$ cat src/rtl/ifid_skid_reg.sv
// IF/ID pipeline register with a one-entry skid buffer, synchronous flush and a
// saturating bubble counter. in_ready is registered so decode stalls never reach fetch combinationally.
module ifid_skid_reg #(
  parameter int unsigned          PC_W      = 32,
  parameter int unsigned          INSTR_W   = 32,
  parameter logic [INSTR_W-1:0]   NOP_INSTR = 32'h4400_0000,
  parameter int unsigned          CNT_W     = 16
) (
  input  logic               clk,
  input  logic               reset,
  input  logic               flush,
  input  logic               in_valid,
  input  logic [PC_W-1:0]    in_pc,
  input  logic [INSTR_W-1:0] in_instr,
  output logic               in_ready,
  output logic               out_valid,
  output logic [PC_W-1:0]    out_pc,
  output logic [INSTR_W-1:0] out_instr,
  input  logic               out_ready,
  output logic [CNT_W-1:0]   bubble_cnt
);

  logic               r_out_valid, w_out_valid_d;
  logic [PC_W-1:0]    r_out_pc, w_out_pc_d;
  logic [INSTR_W-1:0] r_out_instr, w_out_instr_d;
  logic               r_skid_valid, w_skid_valid_d;
  logic [PC_W-1:0]    r_skid_pc, w_skid_pc_d;
  logic [INSTR_W-1:0] r_skid_instr, w_skid_instr_d;
  logic [CNT_W-1:0]   r_bubble_cnt, w_bubble_cnt_d;
  logic               w_accept;
  logic               w_drain;

  assign w_accept = in_valid & ~r_skid_valid;
  assign w_drain  = r_out_valid & out_ready;

  always_comb begin
    w_out_valid_d  = r_out_valid;
    w_out_pc_d     = r_out_pc;
    w_out_instr_d  = r_out_instr;
    w_skid_valid_d = r_skid_valid;
    w_skid_pc_d    = r_skid_pc;
    w_skid_instr_d = r_skid_instr;
    if (flush) begin
      w_out_valid_d  = 1'b0;
      w_out_pc_d     = '0;
      w_out_instr_d  = NOP_INSTR;
      w_skid_valid_d = 1'b0;
    end else if (!r_out_valid || w_drain) begin
      if (r_skid_valid) begin
        w_out_valid_d  = 1'b1;
        w_out_pc_d     = r_skid_pc;
        w_out_instr_d  = r_skid_instr;
        w_skid_valid_d = 1'b0;
      end else if (w_accept) begin
        w_out_valid_d = 1'b1;
        w_out_pc_d    = in_pc;
        w_out_instr_d = in_instr;
      end else begin
        // Empty slot always shows a NOP so decode may ignore out_valid.
        w_out_valid_d = 1'b0;
        w_out_pc_d    = '0;
        w_out_instr_d = NOP_INSTR;
      end
    end else if (w_accept) begin
      w_skid_valid_d = 1'b1;
      w_skid_pc_d    = in_pc;
      w_skid_instr_d = in_instr;
    end
  end

  always_comb begin
    w_bubble_cnt_d = r_bubble_cnt;
    if (!r_out_valid && (r_bubble_cnt != {CNT_W{1'b1}})) begin
      w_bubble_cnt_d = r_bubble_cnt + CNT_W'(1);
    end
  end

  always_ff @(posedge clk or posedge reset) begin
    if (reset) begin
      r_out_valid  <= 1'b0;
      r_out_pc     <= '0;
      r_out_instr  <= NOP_INSTR;
      r_skid_valid <= 1'b0;
      r_skid_pc    <= '0;
      r_skid_instr <= '0;
      r_bubble_cnt <= '0;
    end else begin
      r_out_valid  <= w_out_valid_d;
      r_out_pc     <= w_out_pc_d;
      r_out_instr  <= w_out_instr_d;
      r_skid_valid <= w_skid_valid_d;
      r_skid_pc    <= w_skid_pc_d;
      r_skid_instr <= w_skid_instr_d;
      r_bubble_cnt <= w_bubble_cnt_d;
    end
  end

  assign in_ready   = ~r_skid_valid;
  assign out_valid  = r_out_valid;
  assign out_pc     = r_out_pc;
  assign out_instr  = r_out_instr;
  assign bubble_cnt = r_bubble_cnt;

endmodule

$ cat config.mk
export PLATFORM = sky130hd
export DESIGN_NAME = ifid_skid_reg
export DESIGN_NICKNAME = d
export VERILOG_FILES = /design/src/rtl/ifid_skid_reg.sv
export SDC_FILE = /design/constraint.sdc
export NUM_CORES = 1
export LEC_CHECK = 0
export ABC_CLOCK_PERIOD_IN_PS = 7290
export CELL_PAD_IN_SITES_DETAIL_PLACEMENT = 1
export CELL_PAD_IN_SITES_GLOBAL_PLACEMENT = 1
export CORE_ASPECT_RATIO = 1.2
export CORE_MARGIN = 1
export CORE_UTILIZATION = 53
export CTS_BUF_LIST = sky130_fd_sc_hd__clkbuf_8 sky130_fd_sc_hd__clkbuf_16
export DETAILED_ROUTE_END_ITERATION = 10
export DONT_BUFFER_PORTS = 1
export GPL_TIMING_DRIVEN = 1
export PLACE_DENSITY = 0.82
export SLEW_MARGIN = 15
export SYNTH_ARGS = -nofsm -noshare
export SYNTH_HDL_FRONTEND = slang
export SYNTH_SLANG_ARGS = --single-unit
$ cat constraint.sdc
create_clock -name clk -period 7.29 [get_ports clk]
set_input_delay 0.729 -clock clk [delete_from_list [all_inputs] [get_ports clk]]
set_output_delay 0.729 -clock clk [all_outputs]
set_load 0.1 [all_outputs]
==> results.md, run 1 <==
- Status: finished clean
- Final Cycle Share: 0.417
- Grt total ovfl: 0
- Die extent in x: 102 µm
- Sequential Area: 3660 µm²
- Layout cells sized above 1: 0.114
- Clock Skews: 7.05 ps
- Hold Path Class: input port to async pin
- Cell accounting for the most synthesized area: dfrtp_1
- Synth top area cells: dfrtp_1 (57%), mux2_1 (9.9%), nor3_1 (5.3%)
- Final Hold Vio Count: 0
- Hold Buf Count CTS: 0
- Most used DFF post-synth: dfrtp_1
- Core area: 11600 µm²
- Post-synth ARST share: 1.00
- Slew headroom: 0.277
- P_leak: 0.00327 µW
- Placed cells: 671
- Final net count: 603
- Chip height: 122 µm
- Worst skew pair latency: 410 ps
- CTS Sinks: 146
- Total wire length: 16.0 mm
- Post-CTS Resized: 0
- CP arrival: 3330 ps
- Req. time, crit path: 7580 ps
- Vias in the first global route: 4786
- Setup CP Type: flip-flop to flip-flop
- Std-Cell Rows: 43
- Synth Instances: 554
- Reg clk slew, reported paths: 60 ps
- Max Fclk: 0.329 GHz
- Die area: 12400 µm²
- Area grow syn2layout: 10.9%
- YS warnings: 0
- CTS tree: built
- Routed via count: 4412
- 1st-iter DRT viols: 123
- Worst-Margin Slew: 1080 ps
- Max-Cap Viols: 0
- Post-Synthesis Cell Area: 6350 µm²
- Synth top cells by count: dfrtp_1 (144), nor2_1 (74), nor3_1 (67)
- Initial Utilization: 0.547
- Hold slack: 223 ps
- Longest Clk Path Bufs: 2
- Mapped Nets: 624
- Number of synthesized flops with an enable pin: 0
- Endpoints failing setup: 0
- Largest net degree at the start of global routing: 90
- Final non-filler cell total: 702
- Final RePlAce weighted congestion: 0.738
- Tmin final: 3040 ps
- Mapped Avg Cell Area: 11.5 µm²
- Sequential area share after synthesis: 0.576
- Post-CTS setup buffers: 0
- IO Pins: 151
- Drt drc: 0
- Port bufs: 0
- Power Density: 353 nW/µm²
- Initial antenna violation count: 0
- Antenna violation net count after detailed routing: 0
- Clock Tree Root: clkbuf_16
- Dpl hpwl: 9.69 mm
- Synthesized flop and latch total: 146
- Total CTS buffers: 17
- Setup_tns: 0 ps
- CTS H-tree depth: 4
- Multi-input gate area: 2500 µm²
- Wire per inst: 22.7 µm
- Share of the synthesized area in the top cell type: 0.567
- Fillers: 1220
- RSZ-0062 raised after global routing: no
- Antenna diodes: 0
- Most common cell in the netlist: dfrtp_1
- Synth unique cells: 38
- Final Max Tran Viols: 0
- Worst Path Max Fanout: 65
- Worst IR Drop VDD: 158 µV
- All-Layer GR Usage: 0.270
- Setup crit end kind: flip-flop
- First-pass iteration count of the detailed router: 6
- Startpoint Class: flip-flop
- First-pass GRT wire length: 25.3 mm
- Routed vias/inst: 6.28
## state kept, by name (all words and copies together) (netlist names)
name / cells
out_instr: 32
out_pc: 32
r_skid_instr: 32
r_skid_pc: 32
bubble_cnt: 16
out_valid: 1
r_skid_valid: 1
## worst max-delay path: stages, from the launching register on
cell	delay (ps)
dfrtp_1	790
nand2b_2	210
buf_4	600
nor2_1	160
nand2_4	710
mux2_1	410
## metrics by stage
stage	power, µW	utilization	area (µm²)	setup slack [ps]
2_1_floorplan	1530	-	6350	2640
3_3_place_gp	1560	0.553	6430	4310
3_5_place_dp	1600	0.553	6430	4220
4_1_cts	2510	0.606	7040	4220
5_1_grt	2580	0.606	7050	4080
6_report	2490	0.606	7050	4250
## cell type report
class | instances | area share
well taps | 157 | 0.0279
inverters | 7 | 0.00444
repair buffers | 5 | 0.00586
clock inverters | 14 | 0.0270
clock buffers | 17 | 0.0604
flip-flops and latches | 146 | 0.519
multi-input cells | 356 | 0.355
## routing by layer
metal  up-vias  GRT usage  wire (µm)
li1       1969          -          -
met1      2290      0.320       6000
met2       133      0.452       8400
met3        20      0.105       1330
met4         0     0.0821        226
met5         -          0          0
## layout by cell type (no fill, tap or decap), types with 8 or more instances in the layout
cell / instances
dfrtp_1: 143
nor2_1: 73
nor3_1: 67
mux2_1: 56
and3_1: 39
a211oi_1: 38
a221oi_1: 26
clkbuf_16: 17
mux2_2: 11
xor2_1: 8
## where the power goes
part / internal [µW] / leakage [µW] / switching [µW]
logic: 110 / 0.00112 / 114
registers: 938 / 0.00186 / 422
clock network: 569 / 0.000287 / 336
## final timing paths
check / from / end / slack (ps) / cells past startpoint
hold / removal: reset / bubble_cnt[5] / 220 / 1
setup / recovery: out_valid / r_skid_instr[16] / 4250 / 5
hold reg to reg: r_skid_pc[29] / r_skid_pc[29] / 490 / 1
setup reg to reg: out_valid / r_skid_instr[16] / 4250 / 5
max in group asynchronous: reset / r_skid_valid / 5820 / 2
min in group clk: flush / out_pc[21] / 390 / 1
## cell families after synthesis
kind of cell | share of synthesized area
AND/OR/NAND/NOR | 0.164
buffers and inverters | 0.0329
AO/OA/AOI/OAI | 0.0904
multiplexers | 0.121
flip-flops | 0.576
adder cells (fa/ha/maj) | 0.00197
XOR/XNOR | 0.0138
No activity file was read; power rests on OpenSTA's default activity.
==> run 2: changes to the inputs <==
--- a/config.mk
+++ b/config.mk
@@ -5,17 +5,18 @@
 export SDC_FILE = /design/constraint.sdc
 export NUM_CORES = 1
 export LEC_CHECK = 0
-export ABC_CLOCK_PERIOD_IN_PS = 7290
+export ABC_AREA = 1
+export ABC_CLOCK_PERIOD_IN_PS = 3200
 export CELL_PAD_IN_SITES_DETAIL_PLACEMENT = 1
 export CELL_PAD_IN_SITES_GLOBAL_PLACEMENT = 1
 export CORE_ASPECT_RATIO = 1.2
 export CORE_MARGIN = 1
-export CORE_UTILIZATION = 53
+export CORE_UTILIZATION = 46
 export CTS_BUF_LIST = sky130_fd_sc_hd__clkbuf_8 sky130_fd_sc_hd__clkbuf_16
 export DETAILED_ROUTE_END_ITERATION = 10
 export DONT_BUFFER_PORTS = 1
 export GPL_TIMING_DRIVEN = 1
-export PLACE_DENSITY = 0.82
+export PLACE_DENSITY = 0.77
 export SLEW_MARGIN = 15
 export SYNTH_ARGS = -nofsm -noshare
 export SYNTH_HDL_FRONTEND = slang
==> constraint.sdc (replaced) <==
create_clock -name clk -period 3.2 [get_ports clk]
set_input_delay 0.32 -clock clk [delete_from_list [all_inputs] [get_ports clk]]
set_output_delay 0.32 -clock clk [all_outputs]
set_load 0.1 [all_outputs]
==> run 2 against run 1 <==
Against the previous run:
- the run now ends with DRC, hold timing left
- clock-buffer cell count increased by 3
- combinational power increased to 3.6 times the previous value
- non-clock buffer count increased by 19
- critical endpoint is now bubble_cnt[2]
- synthesized cell count increased by 52%
- design area increased by 7.2%
- routed wire length increased by 12%
- die area increased by 21%
- sequential share of layout area decreased by 3.5 points
==> results.md, run 2 <==
- Final Max Tran Viols: 0
- Initial Utilization: 0.478
- Tmin final: 2320 ps
- Layout Utilization: 0.540
- Drt drc: 12
- Number of synthesized flops with an enable pin: 0
- Combinational share of power: 0.142
- Sequential power share: 0.453
- Synth top cells by count: nand2_1 (318), dfrtp_1 (144), o21ai_0 (95)
- Hold slack: -86.6 ps
- Setup CP Type: flip-flop to flip-flop
- IO Pins: 151
- Layout cells sized above 1: 0.0837
- Endpoints failing setup: 0
- CTS H-tree depth: 4
- Antenna diodes: 0
- CTS Sinks: 146
- Reg clk slew, reported paths: 60 ps
- Cell accounting for the most synthesized area: dfrtp_1
- Placed cell area: 6850 µm²
- Worst Path Max Fanout: 8
- Commonest non-fill, non-tap cell in the layout: nand2_1
- Crit path launch: bubble_cnt[1]
- CP top delay family: simple AND/OR/NAND/NOR gates
- Total wire length: 17.9 mm
- Longest Clk Path Bufs: 2
- Max-Cap Viols: 0
- Worst-Margin Slew: 963 ps
- Status: complete, but fails checks
- Switching power: 1850 µW
- Largest net degree at the start of global routing: 147
- Int Pwr: 3850 µW
- Initial antenna violation count: 0
- Die area: 15000 µm²
- Most frequent cells in the layout: nand2_1 (317), dfrtp_1 (143), o21ai_0 (95)
- Vias in the first global route: 6014
- Setup_tns: 0 ps
- Die extent in x: 112 µm
- Worst r2r src: bubble_cnt[1]
- Setup crit end kind: flip-flop
- Reg-to-reg critical path endpoint: bubble_cnt[2]
- CTS tree: built
- CP dominant cell by count: nand2_1
- Most common cell in the netlist: nand2_1
- All-Layer GR Usage: 0.254
- Core area: 14000 µm²
- Mapped Nets: 911
- Most used DFF post-synth: dfrtp_1
- Final Hold Vio Count: 24
- Worst path max stage delay: 380 ps
- Mapped Avg Cell Area: 7.96 µm²
- Hold Path Class: input port to async pin
- Failing checks: DRC, hold timing
- P_leak: 0.00386 µW
- Synth Instances: 841
- Clock Skews: 6.15 ps
- Power Density: 754 nW/µm²
- 1st-iter DRT viols: 284
- Std-Cell Rows: 47
- Chip height: 134 µm
- Wire per inst: 17.6 µm
- Area grow syn2layout: 12.8%
- CP arrival: 2650 ps
- Synth top area cells: dfrtp_1 (54%), nand2_1 (18%), o21ai_0 (7.1%)
- Routed via count: 5538
- Total CTS buffers: 17
- Worst skew pair latency: 420 ps
- CP Depth: 8
- Worst IR Drop VDD: 365 µV
- Share of the synthesized area in the top cell type: 0.538
- Worst-path cell chain: buf_4 -> ha_1 -> inv_1 -> nor2_1 -> nand4_1 -> nand2_1 -> nand2_1 -> o21ai_0
- YS warnings: 0
- Final net count: 905
- Post-synth ARST share: 1.00
- Final RePlAce weighted congestion: 0.794
- Final Cycle Share: 0.725
- RSZ-0062 raised after global routing: no
- First-pass GRT wire length: 30.0 mm
- Synthesized flop and latch total: 146
- Slew headroom: 0.358
- Antenna violation net count after detailed routing: 0
- Reg2Reg Setup Slack: 880 ps
- Hold Buf Count CTS: 0
- Clock Tree Root: clkbuf_16
- Switching power as a share of total power: 0.325
- R2R depth: 8
- Post-CTS setup buffers: 0
- Critical path endpoint: bubble_cnt[2]
- Critical path's slowest cell: nand2_1
- Clock network fraction of total power: 0.405
- First-pass iteration count of the detailed router: 7
- Synth unique cells: 27
- Port bufs: 0
- Req. time, crit path: 3530 ps
- Post-Synthesis Cell Area: 6700 µm²
- Routed vias/inst: 5.43
- Grt total ovfl: 0
- Design Area, Final: 7550 µm²
- Dpl hpwl: 11.0 mm
- Startpoint Class: flip-flop
- Sequential area share after synthesis: 0.546
- Post-CTS Resized: 0
- Max Fclk: 0.431 GHz
- Crit path buffers/inverters: 2
## run 2: cell types whose count changed in the layout (fill, tap and decap cells not counted), sizes merged, moves of 19 or more
cell	delta
nand2	+312
nand3	+65
a211oi	-38
o21ai	+133
a221oi	-26
buf	+19
nor3	-66
inv	+75
nor2	-51
mux2	-68
and3	-39
## run 2: how the worst min path moves through the flow
stage / startpoint / endpoint / depth (start not counted) / slack, ps
global route: in_instr[26] / r_skid_instr[26] / 2 / 30
detailed placement: r_skid_instr[26] / r_skid_instr[26] / 2 / 470
floorplan: flush / out_valid / 1 / 430
CTS: flush / out_valid / 1 / 20
global placement: r_skid_instr[30] / r_skid_instr[30] / 2 / 460
finish: reset / out_pc[29] / 2 / -90
## run 2: cell type report
class / instances / area (µm²)
sequential: 146 / 3660
inverter: 82 / 312
fill: 1687 / 6440
clock buffer: 20 / 467
timing repair buffer: 24 / 193
clock inverter: 12 / 226
multi-input combinational: 564 / 2490
tap: 171 / 214
## run 2: cells by family (layout without fill, tap and decap cells)
kind of cell             count (synthesis)  in the layout  synth area share
AO/OA/AOI/OAI                          139            139             0.108
XOR/XNOR                                 3              3           0.00392
adder cells (fa/ha/maj)                  1              1           0.00187
buffers and inverters                  131            138            0.0845
flip-flops                             146            146             0.546
AND/OR/NAND/NOR                        421            421             0.256
## run 2: per-stage QoR
| stage | cells | hold WS (ps) | power (µW) | setup slack, ps |
|---|---|---|---|---|
| floorplan | 841 | 430 | 3200 | 881 |
| global placement | 987 | 460 | 3360 | 944 |
| detailed placement | 987 | 468 | 3410 | 785 |
| CTS | 1019 | 19.6 | 5750 | 769 |
| global route | 1019 | 33.5 | 5930 | 710 |
| finish | 1019 | -86.6 | 5700 | 879 |
## run 2: power by group through the flow
| stage | clock network, µW | registers, µW | logic [µW] |
|---|---|---|---|
| 2_1_floorplan | 0 | 2800 | 402 |
| 3_3_place_gp | 0 | 2590 | 769 |
| 3_5_place_dp | 0 | 2610 | 807 |
| 4_1_cts | 2350 | 2580 | 818 |
| 5_1_grt | 2410 | 2610 | 900 |
| 6_report | 2310 | 2580 | 811 |
## run 2: worst register-to-register path: cells and delay by family (launching register included)
kind	cells	cell delay [ps]
AO/OA/AOI/OAI	1	100
AND/OR/NAND/NOR	4	1130
flip-flops	1	320
adder cells (fa/ha/maj)	1	320
buffers and inverters	2	370
## run 2: per-layer routing
metal	up-vias	GRT usage	routed length [µm]
met5	-	0	0
met3	23	0.0628	902
met1	2754	0.307	7490
li1	2637	-	-
met2	124	0.439	9180
met4	0	0.0970	329
